**src/rtl/star_norm_div_pkg.sv**
```systemverilog
// Shared constants and state encoding for the STAR softmax
// normalisation stage.
package star_norm_div_pkg;

   localparam int STAR_INPUT_LEN = 16;
   localparam int STAR_N_ELEM    = STAR_INPUT_LEN;
   localparam int STAR_EXP_W     = 32;
   localparam int STAR_FRAC      = 15;
   localparam int STAR_OUT_W     = STAR_FRAC + 1;
   localparam int STAR_SUM_W     = STAR_EXP_W + $clog2(STAR_N_ELEM);

   typedef enum logic [1:0] {
      ACCUM,
      DIV,
      HOLD
   } star_norm_state_e;

endpackage

```
**src/rtl/star_seq_div.sv**
```systemverilog
// Bit-serial restoring divider producing Q_W quotient bits MSB first.
// Caller guarantees dividend <= divisor and divisor != 0.
module star_seq_div
   import star_norm_div_pkg::*;
#(
   parameter int DIV_W = STAR_SUM_W,
   parameter int Q_W   = STAR_OUT_W
) (
   input  logic             clk,
   input  logic             reset,
   input  logic             start,
   input  logic [DIV_W-1:0] dividend,
   input  logic [DIV_W-1:0] divisor,
   output logic             done,
   output logic [Q_W-1:0]   quotient
);

   localparam int REM_W = DIV_W + 1;
   localparam int CW    = $clog2(Q_W);

   logic [REM_W-1:0] rem;
   logic [REM_W-1:0] rem_in;
   logic [REM_W-1:0] rem_nxt;
   logic             q_bit;
   logic [CW-1:0]    cnt;
   logic             active;

   // start folds the load into the first iteration
   always_comb begin
      rem_in  = start ? {1'b0, dividend} : rem;
      q_bit   = rem_in >= {1'b0, divisor};
      rem_nxt = q_bit ? (rem_in - {1'b0, divisor}) : rem_in;
      rem_nxt = rem_nxt << 1;
   end

   always_ff @(posedge clk) begin
      if (reset) begin
         rem      <= '0;
         quotient <= '0;
         cnt      <= '0;
         active   <= 1'b0;
      end else if (start) begin
         rem      <= rem_nxt;
         quotient <= {{(Q_W-1){1'b0}}, q_bit};
         cnt      <= CW'(Q_W - 1);
         active   <= 1'b1;
      end else if (active && cnt != '0) begin
         rem      <= rem_nxt;
         quotient <= {quotient[Q_W-2:0], q_bit};
         cnt      <= cnt - 1'b1;
      end else begin
         active   <= 1'b0;
      end
   end

   assign done = active && (cnt == '0);

endmodule

```
**src/rtl/star_norm_div.sv**
```systemverilog
// Softmax normalisation: buffers one row of exp values, sums them,
// then emits each exp/sum as a Q1.15 probability.
module star_norm_div
   import star_norm_div_pkg::*;
#(
   parameter int N_ELEM = STAR_N_ELEM,
   parameter int EXP_W  = STAR_EXP_W,
   parameter int FRAC   = STAR_FRAC
) (
   input  logic             clk,
   input  logic             reset,
   input  logic             in_valid,
   output logic             in_ready,
   input  logic [EXP_W-1:0] in_exp,
   input  logic             in_last,
   output logic             out_valid,
   input  logic             out_ready,
   output logic [FRAC:0]    out_result,
   output logic             out_last,
   output logic             busy,
   output logic             div_zero
);

   localparam int OUT_W = FRAC + 1;
   localparam int SUM_W = EXP_W + $clog2(N_ELEM);
   localparam int IDX_W = $clog2(N_ELEM);
   localparam int CNT_W = $clog2(N_ELEM + 1);

   star_norm_state_e state;

   logic [EXP_W-1:0] row_buf [N_ELEM];
   logic [SUM_W-1:0] sum;
   logic [CNT_W-1:0] cnt;
   logic [CNT_W-1:0] n;
   logic [IDX_W-1:0] k;
   logic             started;
   logic             accept;
   logic             row_end;
   logic             last_k;
   logic             div_start;
   logic             div_done;
   logic [OUT_W-1:0] div_q;

   assign accept    = in_valid && in_ready;
   assign row_end   = in_last || (cnt == CNT_W'(N_ELEM - 1));
   assign last_k    = CNT_W'(k) == (n - CNT_W'(1));
   assign div_start = (state == DIV) && !started && (sum != '0);
   assign busy      = (state != ACCUM) || (cnt != '0);

   star_seq_div #(
      .DIV_W (SUM_W),
      .Q_W   (OUT_W)
   ) u_div (
      .clk      (clk),
      .reset    (reset),
      .start    (div_start),
      .dividend (SUM_W'(row_buf[k])),
      .divisor  (sum),
      .done     (div_done),
      .quotient (div_q)
   );

   always_ff @(posedge clk) begin
      if (accept)
         row_buf[cnt[IDX_W-1:0]] <= in_exp;
   end

   always_ff @(posedge clk) begin
      if (reset) begin
         state      <= ACCUM;
         in_ready   <= 1'b1;
         out_valid  <= 1'b0;
         out_result <= '0;
         out_last   <= 1'b0;
         div_zero   <= 1'b0;
         sum        <= '0;
         cnt        <= '0;
         n          <= '0;
         k          <= '0;
         started    <= 1'b0;
      end else begin
         unique case (state)
            ACCUM: begin
               if (accept) begin
                  sum <= sum + SUM_W'(in_exp);
                  cnt <= cnt + 1'b1;
                  if (cnt == '0)
                     div_zero <= 1'b0;
                  if (row_end) begin
                     state    <= DIV;
                     in_ready <= 1'b0;
                     n        <= cnt + 1'b1;
                     k        <= '0;
                     started  <= 1'b0;
                  end
               end
            end
            DIV: begin
               // an all-zero row has no meaningful ratio; report 0
               if (sum == '0) begin
                  state      <= HOLD;
                  out_valid  <= 1'b1;
                  out_result <= '0;
                  out_last   <= last_k;
                  div_zero   <= 1'b1;
               end else begin
                  if (div_start)
                     started <= 1'b1;
                  if (started && div_done) begin
                     state      <= HOLD;
                     out_valid  <= 1'b1;
                     out_result <= div_q;
                     out_last   <= last_k;
                  end
               end
            end
            HOLD: begin
               if (out_ready) begin
                  out_valid <= 1'b0;
                  if (out_last) begin
                     state    <= ACCUM;
                     sum      <= '0;
                     cnt      <= '0;
                     in_ready <= 1'b1;
                  end else begin
                     state   <= DIV;
                     k       <= k + 1'b1;
                     started <= 1'b0;
                  end
               end
            end
            default: state <= ACCUM;
         endcase
      end
   end

endmodule

```
**config.mk**
```make
export PLATFORM = sky130hd
export DESIGN_NAME = star_norm_div
export DESIGN_NICKNAME = d
export VERILOG_FILES = /design/src/rtl/star_norm_div_pkg.sv /design/src/rtl/star_seq_div.sv /design/src/rtl/star_norm_div.sv
export SDC_FILE = /design/constraint.sdc
export NUM_CORES = 1
export LEC_CHECK = 0
export ABC_AREA = 1
export BUFFER_PORTS_ARGS = -buffer_cell sky130_fd_sc_hd__buf_2
export CORE_ASPECT_RATIO = 1.4
export CORE_MARGIN = 2
export CORE_UTILIZATION = 35
export CTS_CLUSTER_SIZE = 20
export DETAILED_ROUTE_END_ITERATION = 6
export HOLD_SLACK_MARGIN = 0.15
export PLACE_DENSITY = 0.58
export SYNTH_ARGS = -nofsm -noshare
export SYNTH_HDL_FRONTEND = slang
export SYNTH_HIERARCHICAL = 1
export SYNTH_SLANG_ARGS = --single-unit
```
**constraint.sdc**
```tcl
create_clock -name clk -period 3.5 [get_ports clk]
set_input_delay 0.35 -clock clk [delete_from_list [all_inputs] [get_ports clk]]
set_output_delay 0.35 -clock clk [all_outputs]
set_load 0.03 [all_outputs]
```
==> results of run 1 <==
[where the power goes]
part | total (W) | internal [W] | switching, W
logic | 0.0112 | 0.00482 | 0.00642
clock network | 0.00697 | 0.00393 | 0.00304
registers | 0.00884 | 0.00867 | 0.000175
[state kept, by name, indices dropped and copies added, names as in the netlist, named ones only]
signal and count:
row_buf 512, u_div/active 1, out_result 16, k 4
u_div/quotient 16, in_ready 1, started 1, cnt 5
sum 36, state 2, u_div/rem 36, out_valid 1
div_zero 1, n 5, u_div/cnt 4, out_last 1
[metal layers]
| metal | part of all wire | track usage | vias to the layer above |
|---|---|---|---|
| met5 | 0.00013 | 0 | - |
| met4 | 0.048 | 0.0822 | 2 |
| met3 | 0.042 | 0.0210 | 184 |
| met2 | 0.51 | 0.359 | 616 |
| met1 | 0.40 | 0.236 | 11600 |
| li1 | - | - | 11700 |
[through the flow]
step           power, W  cell area (µm²)
6_report         0.0271            39200
5_1_grt          0.0284            39200
4_1_cts          0.0255            37700
3_5_place_dp     0.0184            35200
3_3_place_gp     0.0184            35200
2_1_floorplan    0.0143            31500
[layout make-up]
class | instances | area share
multi-input cells | 2050 | 0.311
clock inverters | 34 | 0.00949
inverters | 396 | 0.0382
flip-flops and latches | 646 | 0.462
repair buffers | 429 | 0.0975
well taps | 1188 | 0.0380
clock buffers | 78 | 0.0439
[Yosys cell counts, drive strengths merged (76+ instances only)]
library cell  instances
a21oi               284
o211ai              130
edfxtp              512
clkbuf               76
nand3               106
o21ai               252
mux2i               129
dfxtp               134
nor2                234
ha                   82
nand2               679
inv                 396
[layout by cell type, fill, tap and decap left out, types with 18 or more instances in the layout]
cell	n
ha_4	26
buf_2	57
nand2_1	623
a21oi_2	18
a21oi_1	262
dfxtp_1	128
nor2_1	173
buf_4	288
nor3_2	18
xor2_1	24
dlygate4sd3_1	27
ha_1	56
buf_12	26
nand2_2	48
inv_1	383
nand3_1	103
o21ai_0	171
nand4_1	18
nor2_2	35
mux2i_1	128
edfxtp_1	512
clkbuf_16	74
o21ai_1	69
o211ai_1	130
nor2_4	26
[path summary, 6_finish.rpt]
| path | slack, ns | start | to |
|---|---|---|---|
| worst max-delay path | -0.03 | flop | u_div/rem[27] |
| worst min-delay path | 0.16 | in_exp[20] | row_buf[9][20] |
| worst max register to register | -0.03 | flop | u_div/rem[27] |
| worst min register to register | 0.46 | out_valid | out_valid |
[kinds of logic after synthesis]
logic type,Yosys count,share of synthesized area
muxes,129,0.0411
AOI/OAI and AO/OA,698,0.125
buffers and inverters,527,0.0700
and+or+nand+nor,1098,0.146
xor gates and xnor gates,34,0.00947
adders and majority gates,84,0.0339
DFF,646,0.574
other,1,0.000119
[what timing repair did]
| item | 4_1_cts | 5_1_grt |
|---|---|---|
| cloned | 0 | 15 |
| gates resized for setup | 27 | 221 |
| hold buffers | 27 | 0 |
| pin swaps | 0 | 82 |
| hold endpoints to repair | 409 | 0 |
| endpoints found under the setup margin | 34 | 37 |
| buffers inserted | 0 | 29 |
==> results.sh, run 1 <==
export IMPL_run_status="finished, violations left"
export IMPL_violations="setup timing"
export IMPL_coreArea_mm2=0.0895
export IMPL_synth_ff_type="edfxtp_1"
export IMPL_cts_tree="yes"
export IMPL_ctsHtreeMaxLevel=2
export IMPL_start_util=0.351
export IMPL_clk_pin_slew_worst_paths_ns=0.07
export IMPL_root_buffer="clkbuf_16"
export IMPL_drc=0
export IMPL_die_y_um=359
export IMPL_drt_wl_total_um=96700
export IMPL_drtPass1Iterations=6
export IMPL_hold_violations=0
export IMPL_crit_cells=22
export IMPL_antenna_found_initial=2
export IMPL_critPathLaunchType="flop"
export IMPL_yosysSeqAreaShare=0.574
export IMPL_areaGrowthSynthToFinish_pct=24.5
export IMPL_place_ws_ns=-0.136
export IMPL_drtIter0Drc=1651
export IMPL_avgSynthCellArea_um2=9.77
export IMPL_ys_seq_elements=646
export IMPL_cp_cell_sequence="buf_12 > buf_12 > clkbuf_16 > buf_4 > mux2i_1 > o21ai_1 > o211ai_1 > nand2_1 > nand2_1 > o21ai_2 > ha_4 > a21o_1 > a21oi_2 > nand2_1 > a21oi_4 > nand2_4 > nand2_4 > nand2_8 > inv_8 > nand2_8 > o21bai_1 > nor2_1"
export IMPL_cts_buffers=61
export IMPL_r2r_cells=22
export IMPL_cp_num_buf_inv=5
export IMPL_fin_crit_sh=1.01
export IMPL_p_per_area_mw_per_mm2=691
export IMPL_yosysWarnings=6
export IMPL_grt_util_all_layers=0.197
export IMPL_grt_overflow=0
export IMPL_crit_top_cell="nand2_1"
export IMPL_grt_pass1_wl_um=138000
export IMPL_syn_cell_area_mm2=0.0314
export IMPL_arrival_ns=4.07
export IMPL_clock_skew_ns=0.0327
export IMPL_critPathKind="reg2reg"
export IMPL_cp_max_fo=8
export IMPL_critPathRequiredTime_ns=4.04
export IMPL_drv_slew=0
export IMPL_setup_violations=9
export IMPL_synth_enable_flop_cells=512
export IMPL_async_flop_share=0
export IMPL_holdPathStages=1
export IMPL_ant_nets=0
export IMPL_seqCellArea_mm2=0.0181
export IMPL_cts_buffer_depth=3
export IMPL_cpMaxStageDelayCell="dfxtp_4"
export IMPL_grt_pass1_vias=23100
export IMPL_rows=130
export IMPL_max_freq_mhz=284
export IMPL_dpl_hpwl_um=63600
export IMPL_grt_max_degree=50
export IMPL_synth_top_area_frac=0.489
export IMPL_drive_above_1_share=0.202
export IMPL_synth_area_leaders="edfxtp_1 49%, dfxtp_1 8.5%, nand2_1 8.0%"
export IMPL_fp_dieArea_mm2=0.0923
export IMPL_wl_per_cell_um=20.1
export IMPL_final_cell_count_no_fill=4821
export IMPL_yosys_area_top_type="edfxtp_1"
export IMPL_filler_cell_count=8610
export IMPL_whs_ns=0.162
export IMPL_end_kind="flop"
export IMPL_ys_types=51
export IMPL_setup_tns_ns=-0.121
export IMPL_tightest_slew_ns=1.11
export IMPL_n_antenna_cell=0
export IMPL_utilization=0.438
export IMPL_drv_cap=0
export IMPL_placement_io_buffers=57
export IMPL_place_inst=4638
export IMPL_rsz0062_at_grt="true"
export IMPL_min_path_type="in2reg"
export IMPL_p_leak_nw=15.2
export IMPL_gp_congestion=0.950
export IMPL_slowest_delay_ns=0.39
export IMPL_vias=24100
export IMPL_dieWidth_um=257
export IMPL_timing_final_ws_setup_ns=-0.0268
export IMPL_clock_sinks=646
export IMPL_synthesis_instances=3217
export IMPL_vias_per_cell=5.00
export IMPL_relSlewSlack=0.260
export IMPL_insertion_delay_ns=0.67
export IMPL_ir_drop_v=0.000448
export IMPL_critPathTopFamily="compound AO/OA/AOI/OAI gates"
export IMPL_period_needed_ns=3.53
export IMPL_ios=58
export IMPL_multi_input_area_mm2=0.0122
export IMPL_finalNetCount=3705
No activity file was read; power rests on OpenSTA's default activity.
==> inputs of run 2 (changes only) <==
--- a/config.mk
+++ b/config.mk
@@ -14,5 +14,5 @@
 export DETAILED_ROUTE_END_ITERATION = 6
 export HOLD_SLACK_MARGIN = 0.15
-export PLACE_DENSITY = 0.58
+export PLACE_DENSITY = 0.51
 export SYNTH_ARGS = -nofsm -noshare
 export SYNTH_HDL_FRONTEND = slang
==> constraint.sdc (replaced) <==
create_clock -name clk -period 3.5 [get_ports clk]
set_input_delay 0.35 -clock clk [delete_from_list [all_inputs] [get_ports clk]]
set_output_delay 0.35 -clock clk [all_outputs]
set_load 0.05 [all_outputs]
==> results.sh, run 2 (synthesized netlist as in run 1, its figures left out) <==
export IMPL_critPathLaunchType="flop"
export IMPL_relSlewSlack=0.275
export IMPL_drtPass1Iterations=7
export IMPL_ir_drop_v=0.000461
export IMPL_ctsHtreeMaxLevel=3
export IMPL_grt_pass1_wl_um=146000
export IMPL_clk_pin_slew_worst_paths_ns=0.06
export IMPL_min_path_type="in2reg"
export IMPL_largest_register_ff_count=512
export IMPL_end_kind="flop"
export IMPL_dieWidth_um=257
export IMPL_cts_tree="yes"
export IMPL_sw_frac_of_total=0.360
export IMPL_critPathKind="reg2reg"
export IMPL_drv_slew=0
export IMPL_place_ws_ns=-0.288
export IMPL_n_antenna_cell=0
export IMPL_cts_buffer_depth=3
export IMPL_grt_max_degree=33
export IMPL_die_y_um=359
export IMPL_setup_violations=2
export IMPL_placement_io_buffers=57
export IMPL_cts_buffers=67
export IMPL_drt_wl_total_um=98000
export IMPL_clock_skew_ns=0.0309
export IMPL_grt_util_all_layers=0.210
export IMPL_final_common_cell="nand2_1"
export IMPL_clock_sinks=646
export IMPL_critPathRequiredTime_ns=4.02
export IMPL_vias_per_cell=4.95
export IMPL_setup_tns_ns=-0.00859
export IMPL_multi_input_area_mm2=0.0123
export IMPL_seqCellArea_mm2=0.0181
export IMPL_root_buffer="clkbuf_16"
export IMPL_violations="setup timing"
export IMPL_power_frac_comb=0.425
export IMPL_ant_nets=0
export IMPL_antenna_found_initial=4
export IMPL_p_sw_w=0.00990
export IMPL_p_leak_nw=15.3
export IMPL_ios=58
export IMPL_coreArea_mm2=0.0895
export IMPL_wl_per_cell_um=20.2
export IMPL_vias=24000
export IMPL_max_freq_mhz=285
export IMPL_run_status="finished, violations left"
export IMPL_tightest_slew_ns=1.09
export IMPL_drv_cap=0
export IMPL_arrival_ns=4.02
export IMPL_gp_congestion=0.906
export IMPL_period_needed_ns=3.50
export IMPL_drtIter0Drc=1314
export IMPL_insertion_delay_ns=0.64
export IMPL_mostFrequentLayoutCells="603 x nand2_1, 512 x edfxtp_1, 378 x inv_1"
export IMPL_start_util=0.351
export IMPL_p_int_w=0.0176
export IMPL_drive_above_1_share=0.213
export IMPL_power_total_w=0.0275
export IMPL_fp_dieArea_mm2=0.0923
export IMPL_dpl_hpwl_um=65500
export IMPL_rsz0062_at_grt="true"
export IMPL_p_clk_frac=0.253
export IMPL_grt_pass1_vias=23600
export IMPL_rows=130
export IMPL_cp_max_fo=13
export IMPL_pwr_share_seq=0.322
export IMPL_areaGrowthSynthToFinish_pct=25.5
export IMPL_hold_violations=0
export IMPL_p_per_area_mw_per_mm2=696
export IMPL_fin_crit_sh=1.00
export IMPL_grt_overflow=0
export IMPL_finalNetCount=3727
export IMPL_filler_cell_count=8677
export IMPL_drc=0
export IMPL_timing_final_ws_setup_ns=-0.00457
[run 2: cell types whose count changed in the layout (fill, tap and decap cells not counted), sizes merged, moves of 3 or more]
cell	delta
dlygate4sd3	-8
bufinv	-3
clkinv	+11
inv	-4
clkinvlp	-3
buf	+30
[run 2: layout make-up]
cell class | count | area share
Timing Repair Buffer | 445 | 0.101
Sequential cell | 646 | 0.458
Multi-Input combinational cell | 2050 | 0.312
Tap cell | 1188 | 0.0377
Inverter | 396 | 0.0382
Clock buffer | 86 | 0.0446
Clock inverter | 35 | 0.00828
[run 2: worst max-delay path: stages (launching register included)]
cell and delay, ns:
dfxtp_4 0.37, buf_12 0.16, buf_16 0.16, buf_12 0.15, clkbuf_16 0.14, o21ai_1 0.12, o21ai_1 0.07, o211ai_1 0.26
nand2_2 0.16, nand2_2 0.10, o21ai_2 0.07, ha_4 0.30, buf_4 0.11, nand2_1 0.08, nor2_2 0.10, nand3_1 0.10
nand3b_1 0.17, nand2_1 0.08, inv_2 0.07, nand2_8 0.15, nand2_8 0.15, nor2_1 0.23, nor3_2 0.07
[run 2: final timing paths]
kind	start	endpoint	slack, ns	depth (start not counted)
max	flop	u_div/rem[14]	-0.005	22
max reg2reg	flop	u_div/rem[14]	-0.005	22
min reg2reg	out_result[4]	out_result[4]	0.46	2
min	in_exp[24]	row_buf[6][24]	0.18	1
[run 2: per-layer routing]
metal | part of all wire | wire length [µm] | track usage | vias to the layer above
li1 | - | - | - | 11800
met1 | 0.41 | 40100 | 0.245 | 11600
met2 | 0.52 | 51100 | 0.393 | 418
met3 | 0.031 | 3060 | 0.0233 | 165
met4 | 0.038 | 3680 | 0.0792 | 6
met5 | 0.00030 | 29 | 0 | -
[run 2: repair_timing]
item | in CTS | in global routing
hold endpoints to repair | 178 | 0
pin swaps | 32 | 90
hold buffers | 19 | 0
cloned | 7 | 3
setup endpoints to repair | 37 | 37
gates resized for setup | 99 | 189
buffers inserted | 13 | 22
[run 2: metrics by stage]
stage	util	instance area, µm²	std cells	hold WS (ns)
after floorplan	-	31500	3220	0.440
after global routing	0.441	39500	4846	0.168
after global placement	0.397	35500	4661	0.446
after detailed placement	0.397	35500	4661	0.452
after CTS	0.430	38400	4821	0.158
final	0.441	39500	4846	0.179
[run 2: power by group through the flow]
stage	registers (W)	clock network [W]	logic [W]
3_3_place_gp	0.00900	0	0.00960
5_1_grt	0.00888	0.00741	0.0127
2_1_floorplan	0.00901	0	0.00530
3_5_place_dp	0.00900	0	0.00959
4_1_cts	0.00884	0.00710	0.0104
6_report	0.00884	0.00695	0.0117
==> inputs of run 3 (changes only) <==
Settings changed: ABC_AREA 1 to 0.
==> results.sh, run 3 <==
export IMPL_drc=4
export IMPL_grt_util_all_layers=0.192
export IMPL_yosysWarnings=6
export IMPL_violations="DRC, setup timing"
export IMPL_fp_dieArea_mm2=0.0862
export IMPL_period_needed_ns=4.39
export IMPL_clk_pin_slew_worst_paths_ns=0.06
export IMPL_rows=125
export IMPL_wl_per_cell_um=23.6
export IMPL_insertion_delay_ns=0.62
export IMPL_whs_ns=0.186
export IMPL_hp_start="in_exp[26]"
export IMPL_r2r_cells=18
export IMPL_grt_pass1_wl_um=124000
export IMPL_place_ws_ns=-1.30
export IMPL_coreArea_mm2=0.0830
export IMPL_syn_cell_area_mm2=0.0293
export IMPL_clock_sinks=646
export IMPL_cp_max_fo=11
export IMPL_setup_violations=37
export IMPL_vias_per_cell=5.33
export IMPL_hold_path_end="row_buf[4][26]"
export IMPL_end_kind="flop"
export IMPL_cts_buffer_depth=3
export IMPL_start_util=0.353
export IMPL_async_flop_share=0
export IMPL_drv_slew=0
export IMPL_root_buffer="clkbuf_16"
export IMPL_relSlewSlack=0.279
export IMPL_die_y_um=347
export IMPL_dieWidth_um=249
export IMPL_yosys_cell_count_top_type="edfxtp_1"
export IMPL_synth_area_leaders="edfxtp_1 52%, mux4_2 12%, dfxtp_1 9.1%"
export IMPL_drt_wl_total_um=83000
export IMPL_mostFrequentLayoutCells="512 x edfxtp_1, 277 x buf_4, 160 x mux4_2"
export IMPL_filler_cell_count=7272
export IMPL_setup_tns_ns=-30.52
export IMPL_ios=58
export IMPL_synth_top_area_frac=0.524
export IMPL_critPathRequiredTime_ns=4.03
export IMPL_holdPathStages=1
export IMPL_grt_max_degree=58
export IMPL_rsz0062_at_grt="true"
export IMPL_p_leak_nw=13.2
export IMPL_vias=18700
export IMPL_ys_types=90
export IMPL_arrival_ns=4.92
export IMPL_synth_enable_flop_cells=512
export IMPL_ir_drop_v=0.000491
export IMPL_min_path_type="in2reg"
export IMPL_tightest_slew_ns=1.08
export IMPL_drive_above_1_share=0.354
export IMPL_grt_overflow=0
export IMPL_drv_cap=0
export IMPL_ctsHtreeMaxLevel=3
export IMPL_ys_seq_elements=646
export IMPL_hold_violations=0
export IMPL_cp_cell_sequence="buf_12 > buf_12 > buf_16 > buf_6 > mux4_2 > mux4_2 > mux2_4 > ha_4 > a21o_1 > a21o_1 > a21o_1 > a211o_1 > a211oi_4 > o21bai_4 > buf_6 > buf_12 > nand2b_4 > a311oi_2"
export IMPL_utilization=0.450
export IMPL_placement_io_buffers=57
export IMPL_critPathKind="reg2reg"
export IMPL_cts_tree="yes"
export IMPL_run_status="finished, violations left"
export IMPL_drtIter0Drc=1208
export IMPL_slowest_delay_ns=0.50
export IMPL_areaGrowthSynthToFinish_pct=27.4
export IMPL_yosysSeqAreaShare=0.616
export IMPL_grt_pass1_vias=19600
export IMPL_fin_crit_sh=1.25
export IMPL_gp_congestion=0.882
export IMPL_largest_register_ff_count=512
export IMPL_dpl_hpwl_um=53900
export IMPL_synthesis_instances=1981
export IMPL_cpMaxStageDelayCell="mux4_2"
export IMPL_worstReg2RegEnd="u_div/rem[30]"
export IMPL_p_per_area_mw_per_mm2=835
export IMPL_critPathLaunchType="flop"
export IMPL_cts_buffers=67
export IMPL_yosys_area_top_type="edfxtp_1"
export IMPL_drtPass1Iterations=7
export IMPL_ant_nets=0
export IMPL_clock_skew_ns=0.0241
export IMPL_synthTopCellsByCount="512 x edfxtp_1, 160 x mux4_2, 145 x nor2_1"
export IMPL_max_freq_mhz=228
export IMPL_avgSynthCellArea_um2=14.8
export IMPL_synth_ff_type="edfxtp_1"
export IMPL_antenna_found_initial=2
export IMPL_timing_final_ws_setup_ns=-0.891
export IMPL_finalNetCount=2501
export IMPL_r2r_slack_ns=-0.89
export IMPL_final_common_cell="edfxtp_1"
## run 3: cell count changes after synthesis, sizes merged, moves of 37 or more
cell / change
inv: -329
nand2: -566
o211ai: -123
nand3: -82
mux4: +160
mux2i: -103
a21oi: -177
mux2: +37
nor2: -89
o21ai: -198
## run 3: worst max path at each step
stage	from	cells past startpoint	slack, ns	endpoint
after floorplan	flop	17	-0.54	u_div/rem[17]
after global placement	sum[18]	19	-1.17	u_div/rem[7]
after detailed placement	sum[18]	19	-1.30	u_div/rem[8]
after CTS	flop	19	-0.95	u_div/rem[30]
after global routing	flop	18	-0.99	u_div/rem[30]
final	flop	18	-0.89	u_div/rem[30]
## run 3: routing by layer
layer  share of wire  GRT usage  vias up
met5         0.00016          0        -
met4           0.023     0.0512        2
met3           0.033     0.0222      114
met2            0.53      0.357      354
met1            0.41      0.235     9713
li1                -          -     8538
## run 3: cells by family after synthesis
kind of cell             synth area share
AO/OA/AOI/OAI                      0.0899
XOR/XNOR                           0.0203
adder cells (fa/ha/maj)            0.0363
buffers and inverters              0.0244
flip-flops                          0.616
multiplexers                        0.146
other                            0.000128
AND/OR/NAND/NOR                    0.0673
## run 3: where the power goes
part           leakage [nW]  switching, W  internal, W
Combinational          6.39       0.00741      0.00754
Clock                  1.09       0.00313      0.00424
Sequential             5.71      0.000214      0.00870
## run 3: final cells by class
class                   instances  area (µm²)  area share
inverters                      67         251     0.00673
clock inverters                40         495      0.0133
repair buffers                428        3940       0.105
well taps                    1079        1350      0.0361
flip-flops and latches        646       18100       0.483
multi-input cells            1170       11500       0.308
diodes                          1        2.50   0.0000669
clock buffers                  81        1760      0.0471
## run 3: repair_timing
action,4_1_cts,5_1_grt
endpoints found under the setup margin,37,37
cloned,8,0
hold buffers,29,0
gates resized for setup,89,87
hold endpoints to repair,377,0
buffers inserted,31,24
pin swaps,46,44
## run 3: stage by stage
stage	cells	area, µm²	total power [W]
floorplan	1984	29600	0.0164
global placement	3300	33200	0.0212
detailed placement	3300	33200	0.0212
CTS	3489	36700	0.0301
global route	3512	37400	0.0329
finish	3512	37400	0.0312
## run 3: worst max-delay path, delay by kind of cell, from the launching register on
kind / cells / cell delay, ns
adder cells (fa/ha/maj): 1 / 0.24
AO/OA/AOI/OAI: 7 / 1.44
buffers and inverters: 6 / 0.79
AND/OR/NAND/NOR: 1 / 0.13
multiplexers: 3 / 1.29
flip-flops: 1 / 0.38
